[src/rtl/dm_arbiter.sv]
// Two-port arbiter for the single data memory: latches one request at a time,
// checks its alignment, drives the DM for one cycle and acknowledges with registered read data.
module dm_arbiter #(
  parameter bit         FAIR = 1'b1,
  parameter logic [1:0] WORD = 2'b00,
  parameter logic [1:0] HALF = 2'b01,
  parameter logic [1:0] BYTE = 2'b10
) (
  input  logic        Clk,
  input  logic        Reset,
  input  logic        Req0,
  input  logic        Req1,
  input  logic        We0,
  input  logic        We1,
  input  logic [31:0] Addr0,
  input  logic [31:0] Addr1,
  input  logic [31:0] WD0,
  input  logic [31:0] WD1,
  input  logic [1:0]  Width0,
  input  logic [1:0]  Width1,
  input  logic        Signed0,
  input  logic        Signed1,
  input  logic [31:0] PC0,
  input  logic [31:0] PC1,
  output logic        Ack0,
  output logic        Ack1,
  output logic        Err0,
  output logic        Err1,
  output logic [31:0] RD0,
  output logic [31:0] RD1,
  output logic [31:0] DMAddr,
  output logic [31:0] DMWD,
  output logic        DMWrite,
  output logic [1:0]  DMWidth,
  output logic        DMSigned,
  output logic [31:0] DMWPC,
  input  logic [31:0] DMRD,
  output logic [1:0]  DbgState
);

  // Handshake: a requester raises ReqN with all its inputs and holds them stable
  // until the one-cycle AckN pulse; the transfer completes on that Ack, and the
  // port may drop Req or present a new request in the following cycle.

  typedef enum logic [1:0] {
    IDLE   = 2'd0,
    ACCESS = 2'd1,
    DONE   = 2'd2
  } state_t;

  state_t state, state_nxt;
  logic   last;
  logic   sel;
  logic   lat_we;
  logic   legal;
  logic   grant_vld;
  logic   grant_id;

  // Winner selection: a lone requester wins; on a tie FAIR alternates away from Last.
  always_comb begin
    grant_vld = Req0 | Req1;
    grant_id  = 1'b0;
    if (Req1 && !Req0)
      grant_id = 1'b1;
    else if (Req1 && Req0 && FAIR)
      grant_id = ~last;
  end

  always_comb begin
    state_nxt = state;
    case (state)
      IDLE:    if (grant_vld) state_nxt = ACCESS;
      ACCESS:  state_nxt = DONE;
      DONE:    state_nxt = IDLE;
      default: state_nxt = IDLE;
    endcase
  end

  always_ff @(posedge Clk or posedge Reset) begin
    if (Reset) state <= IDLE;
    else       state <= state_nxt;
  end

  assign DbgState = state;

  // Alignment is judged on the latched copy, so it is stable for the whole access.
  always_comb begin
    legal = 1'b0;
    case (DMWidth)
      WORD:    legal = (DMAddr[1:0] == 2'b00);
      HALF:    legal = ~DMAddr[0];
      BYTE:    legal = 1'b1;
      default: legal = 1'b0;
    endcase
  end

  assign DMWrite = (state == ACCESS) & lat_we & legal;

  always_ff @(posedge Clk or posedge Reset) begin
    if (Reset) begin
      last     <= 1'b1;
      sel      <= 1'b0;
      lat_we   <= 1'b0;
      DMAddr   <= '0;
      DMWD     <= '0;
      DMWidth  <= '0;
      DMSigned <= 1'b0;
      DMWPC    <= '0;
    end else if (state == IDLE && grant_vld) begin
      sel      <= grant_id;
      last     <= grant_id;
      lat_we   <= grant_id ? We1     : We0;
      DMAddr   <= grant_id ? Addr1   : Addr0;
      DMWD     <= grant_id ? WD1     : WD0;
      DMWidth  <= grant_id ? Width1  : Width0;
      DMSigned <= grant_id ? Signed1 : Signed0;
      DMWPC    <= grant_id ? PC1     : PC0;
    end
  end

  // Response registers: only the selected port's RD ever moves, and only for loads.
  always_ff @(posedge Clk or posedge Reset) begin
    if (Reset) begin
      Ack0 <= 1'b0;
      Ack1 <= 1'b0;
      Err0 <= 1'b0;
      Err1 <= 1'b0;
      RD0  <= '0;
      RD1  <= '0;
    end else begin
      case (state)
        ACCESS: begin
          if (sel) begin
            Ack1 <= 1'b1;
            Err1 <= ~legal;
            if (!lat_we) RD1 <= legal ? DMRD : '0;
          end else begin
            Ack0 <= 1'b1;
            Err0 <= ~legal;
            if (!lat_we) RD0 <= legal ? DMRD : '0;
          end
        end
        DONE: begin
          Ack0 <= 1'b0;
          Ack1 <= 1'b0;
          Err0 <= 1'b0;
          Err1 <= 1'b0;
        end
        default: ;
      endcase
    end
  end

endmodule

[config.mk]
export PLATFORM = sky130hd
export DESIGN_NAME = dm_arbiter
export DESIGN_NICKNAME = d
export VERILOG_FILES = /design/src/rtl/dm_arbiter.sv
export SDC_FILE = /design/constraint.sdc
export NUM_CORES = 1
export LEC_CHECK = 0
export CORE_AREA = 2 2 156 158
export DETAILED_ROUTE_END_ITERATION = 10
export DIE_AREA = 0 0 158 160
export HOLD_SLACK_MARGIN = 0.02
export PLACE_DENSITY = 0.82
export SETUP_SLACK_MARGIN = 0.4
export SYNTH_ARGS = -nofsm -noshare
export SYNTH_HDL_FRONTEND = slang
export SYNTH_SLANG_ARGS = --single-unit
[constraint.sdc]
create_clock -name Clk -period 8.2 [get_ports Clk]
set_input_delay 1.64 -clock Clk [delete_from_list [all_inputs] [get_ports Clk]]
set_output_delay 1.64 -clock Clk [all_outputs]
set_load 0.005 [all_outputs]
# ---- Yosys cells after proc, flatten, opt, wreduce, memory -nomap -nowiden
# Index checks and enable logic that the tools add are counted.
dict set report totals {
  output_inout_bits 170
  regBits 172
  word_cells 62
  in_bits 236
}
dict set report classes {
  n_mux 20
  n_eq_ne 7
  n_reduce_logical 12
  bitwise_logic 8
}
# operator n
set op_table {}
lappend op_table {{$mux W32} 4}
lappend op_table {{$mux W1} 8}
lappend op_table {{$pmux W1 S2} 4}
lappend op_table {{$logic_not A2 Y1} 3}
lappend op_table {{$ne A2 B2 Y1 const B} 3}
lappend op_table {{$reduce_and A3 Y1} 2}
lappend op_table {{$not A1 Y1} 5}
lappend op_table {{$eq A2 B1 Y1 const B} 2}
lappend op_table {{$eq A2 B2 Y1 const B} 2}
lappend op_table {{$mux W2} 2}
lappend op_table {{$pmux W2 S2} 1}
lappend op_table {{$reduce_and A2 Y1} 2}
lappend op_table {{$logic_and A1 B1 Y1} 3}
lappend op_table {{$pmux W1 S3} 1}
lappend op_table {{$and A1 B1 Y1} 2}
lappend op_table {{$reduce_bool A2 Y1} 1}
lappend op_table {{$logic_not A1 Y1} 1}
lappend op_table {{$or A1 B1 Y1} 1}

# ---- Longest topological paths before layout
dict set report depth {
  ltp_word 5
  depth_mapped 6
  ltp_nobuf 3
}

# ---- Worst setup path after synthesis
# Ideal clock, no wire load.
dict set report synth_path {
  path_kind {reg2out}
  from {register DMWidth[0]}
  to {output DMWrite}
  stages_incl_launch_ff 6
  t_arrival_ns 1.272
  setup_slack_ns 5.288
  n_path_buf 2
  cell_sequence {dfrtp_1 nand2b_1 a21oi_1 clkbuf_1 buf_2 nor2_1}
}
dict set report synth_between {
  elab_chain_cells 3
  elab_cells_between_ends 5
  cone_classes {eq/ne: 2; mux: 1; bitwise: 1; reduce/logical: 1}
}
# element line_no
set synth_lines {}
lappend synth_lines {{from (decl)} 34} ;# output logic [1:0] DMWidth,
lappend synth_lines {{from (signal assigned)} 115} ;# DMWidth <= grant_id ? Width1 : Width0;
lappend synth_lines {{$eq A2 B2 Y1 (tied with other cells)} 89} ;# case (DMWidth)
lappend synth_lines {{$pmux W1 S3 (*)} 89}
lappend synth_lines {{$and A1 B1 Y1 (*)} 97} ;# assign DMWrite = (state == ACCESS) & lat_we & legal;
lappend synth_lines {{to (decl)} 33} ;# output logic DMWrite,
# Every way passes the cells marked *; elsewhere a longest branch is shown, timed or not.

# ---- Worst setup path after layout
# Same ends and word-level chain as after synthesis.

==> metrics.json <==
{
  "placed_design": {
    "buffer_ports.inserted": 405,
    "finalWeightedCongestion": 0.823,
    "preCtsSetupSlack_ns": 4.19,
    "place.detailed.hpwl_um": 18500,
    "post_dp_cell_area_mm2": 0.0128
  },
  "synthesis": {
    "ys_async_sr_fraction_pct": 100,
    "synth.lib_cells_used.distinct": 30,
    "mappedNetlistNets": 880,
    "syn-cell-area_mm2": 0.00865,
    "synth_sequential_area_ratio_pct": 49.7,
    "ys_warn_count": 0,
    "yosys_most_used_dff": "dfrtp_1",
    "synth_area_per_cell_um2": 13.4,
    "synth-seq-cells": 172,
    "synth_edf_count": 0,
    "synth_cells": 644
  },
  "floorplanning": {
    "die-height_um": 160,
    "rows": 57,
    "die_width_um": 158,
    "design.core.area_mm2": 0.0238,
    "num_io_pins": 406,
    "floorplan.initialDensity_pct": 36.3,
    "area_enclosed_by_the_die_boundary_mm2": 0.0253
  },
  "detailed_routing": {
    "vias": 6441,
    "drt_pre_antenna_iters": 5,
    "wire_length_reported_by_the_detailed_router_um": 24800,
    "viasPerCell": 4.70,
    "postRouteAntennaNets": 0,
    "routed_wire_length_per_instance_um": 18.1,
    "initialDrtViolationCount": 409,
    "drc_errors": 0
  },
  "clock_tree": {
    "post_cts.resized_instances": 0,
    "tritoncts.num_buffers": 17,
    "cts_sinks": 172,
    "htree_levels": 4,
    "cts_tree": "built",
    "cts_hold_buffers": 0,
    "clock_tree.buffer_depth": 2,
    "clk_latency_ns": 0.42,
    "ctsRootBufferMaster": "clkbuf_16",
    "clk_pin_slew_worst_paths_ns": 0.07,
    "cts_setup_buffers": 0
  },
  "cells_and_area": {
    "drive_gt1_share_pct": 23.8,
    "most-common-layout-cells": "405 x clkdlybuf4s50_1, 178 x mux2_4, 171 x dfrtp_1",
    "nets": 1268,
    "finish.instance_area_mm2": 0.0134,
    "mostFrequentLayoutCell": "clkdlybuf4s50_1",
    "fillerInstances": 1989,
    "syn_to_final_growth_pct": 55.2
  },
  "setup_path": {
    "cp-start-kind": "flip-flop",
    "startpoint": "DMWidth[0]$_DFFE_PP0P_",
    "critical-path-top-delay-family": "buffers and inverters",
    "cp_slowest_cell": "buf_4",
    "timing.critical_path.arrival_ns": 2.30,
    "critical_path_max_stage_delay_ns": 0.51,
    "number_of_cells_on_the_worst_reg_to_reg_path": 4,
    "worst-path-buf-inv": 2,
    "critical_path.cell_chain": "nand2b_1 > a21oi_4 > buf_4 > nor2_1 > clkdlybuf4s50_1",
    "cp.required_ns": 6.56,
    "criticalPathCategory": "reg2out",
    "rr_endpoint": "DMAddr[24]$_DFFE_PP0P_",
    "critical_path_depth": 5,
    "worst_setup_path_end_kind": "output pin",
    "timing.critical_path.fanout_max": 67,
    "setup.worst_path.end": "DMWrite",
    "timing.reg2reg.setup_slack_ns": 5.67,
    "r2r-start": "DbgState[1]$_DFFE_PP0P_"
  },
  "sta": {
    "report.final.slew_viol_count": 0,
    "relSlewSlack_pct": 16.7,
    "final-setup-viol-count": 0,
    "postLayoutSetupSlackWorst_ns": 4.26,
    "timing_worst_slew_pin_value_ns": 1.25,
    "period_share_pct": 48.1,
    "period_minus_slack_ns": 3.94,
    "rsz0062_at_grt": "no",
    "hold_violations": 0,
    "achievable-frequency_ghz": 0.254,
    "setup_total_neg_slack_ns": 0,
    "finalClockSkew_ns": 0.0126
  },
  "global_routing": {
    "grt_antenna_before_repair": 2,
    "via_count_of_the_first_global_routing_pass": 6795,
    "globalRouteOverflowTotal": 0,
    "grt_first_pass_wirelength_um": 38400,
    "grt_start_max_net_pins": 72,
    "grt_usage_pct": 19.7
  },
  "min_path": {
    "hold_path.class": "reg2reg"
  },
  "power": {
    "leakage_nw": 5.89,
    "report.power.total_mw": 4.65,
    "vdd_drop_max_uv": 237,
    "p_per_area_mw_per_mm2": 346
  },
  "run": {
    "drv_cap": 0
  },
  "outcome": {
    "outcome": "completed"
  }
}
-- state kept, by name, summed over array words and instances, names as in the netlist --
name / flops
DbgState: 2
DMWPC: 32
RD1: 32
sel: 1
Ack0: 1
RD0: 32
Err0: 1
DMWidth: 2
DMSigned: 1
DMWD: 32
DMAddr: 32
Err1: 1
Ack1: 1
lat_we: 1
last: 1
-- cell families (layout without fill, tap and decap cells) --
| logic type | after synthesis | count (layout) | share of synthesized area [%] |
|---|---|---|---|
| AND/OR/NAND/NOR | 147 | 147 | 6.94 |
| flip-flops | 172 | 172 | 49.7 |
| multiplexers | 200 | 200 | 33.7 |
| AO/OA/AOI/OAI | 75 | 75 | 4.71 |
| buffers and inverters | 50 | 451 | 4.86 |
| other | 0 | 1 | 0 |
-- layout make-up --
cell class                 instances  area [µm²]  area share (%)
antenna                            1        2.50          0.0186
timing repair buffer             415        4130            30.7
clock buffer                      17         425            3.17
tap                              324         405            3.02
clock inverter                    15         175            1.30
inverter                           4        20.0           0.149
multi-input combinational        422        3970            29.6
sequential                       172        4310            32.0
-- worst register-to-register path, stage by stage, from the launching register on --
cell	delay, ns
dfrtp_1	0.55
nor2_1	0.37
o21a_4	0.30
buf_4	0.74
mux2_2	0.45
-- how the worst min path moves through the flow --
| stage | startpoint | to | slack (ns) | cells past startpoint |
|---|---|---|---|---|
| 4_1_cts | RD1[28]$_DFFE_PP0P_ | RD1[28]$_DFFE_PP0P_ | 0.48 | 2 |
| 2_1_floorplan | RD0[0]$_DFFE_PP0P_ | RD0[0]$_DFFE_PP0P_ | 0.47 | 2 |
| 3_5_place_dp | RD1[28]$_DFFE_PP0P_ | RD1[28]$_DFFE_PP0P_ | 0.47 | 2 |
| 6_report | RD1[29]$_DFFE_PP0P_ | RD1[29]$_DFFE_PP0P_ | 0.48 | 2 |
| 3_3_place_gp | RD0[30]$_DFFE_PP0P_ | RD0[30]$_DFFE_PP0P_ | 0.46 | 2 |
| 5_1_grt | RD0[18]$_DFFE_PP0P_ | RD0[18]$_DFFE_PP0P_ | 0.51 | 2 |
-- Yosys cell counts (all sizes together) (4+ instances only) --
cell | number | share of area, %
buf | 34 | 4.1
mux2 | 200 | 34
o21ai | 66 | 3.8
nand2 | 131 | 5.7
inv | 4 | 0.17
dfrtp | 171 | 49
clkbuf | 12 | 0.53
nor2 | 5 | 0.22
-- report_power, final --
| part | switching, mW | internal, mW | total [mW] |
|---|---|---|---|
| Sequential | 0.283 | 1.27 | 1.55 |
| Combinational | 0.805 | 1.47 | 2.28 |
| Clock | 0.383 | 0.438 | 0.821 |
-- metrics by stage --
step,hold WS (ns),utilization [%],instances
2_1_floorplan,0.470,-,644
3_3_place_gp,0.461,53.9,1337
3_5_place_dp,0.469,53.9,1337
4_1_cts,0.485,56.4,1369
5_1_grt,0.507,56.4,1370
6_report,0.479,56.4,1370
-- routing by layer --
layer	vias to the layer above	global-route usage, %	share of wire, %
li1	2986	-	-
met1	3165	23.3	39
met2	266	33.9	51
met3	22	7.03	8.8
met4	2	4.87	1.2
met5	-	0	0.052
Power figures use the tool's default switching activity.
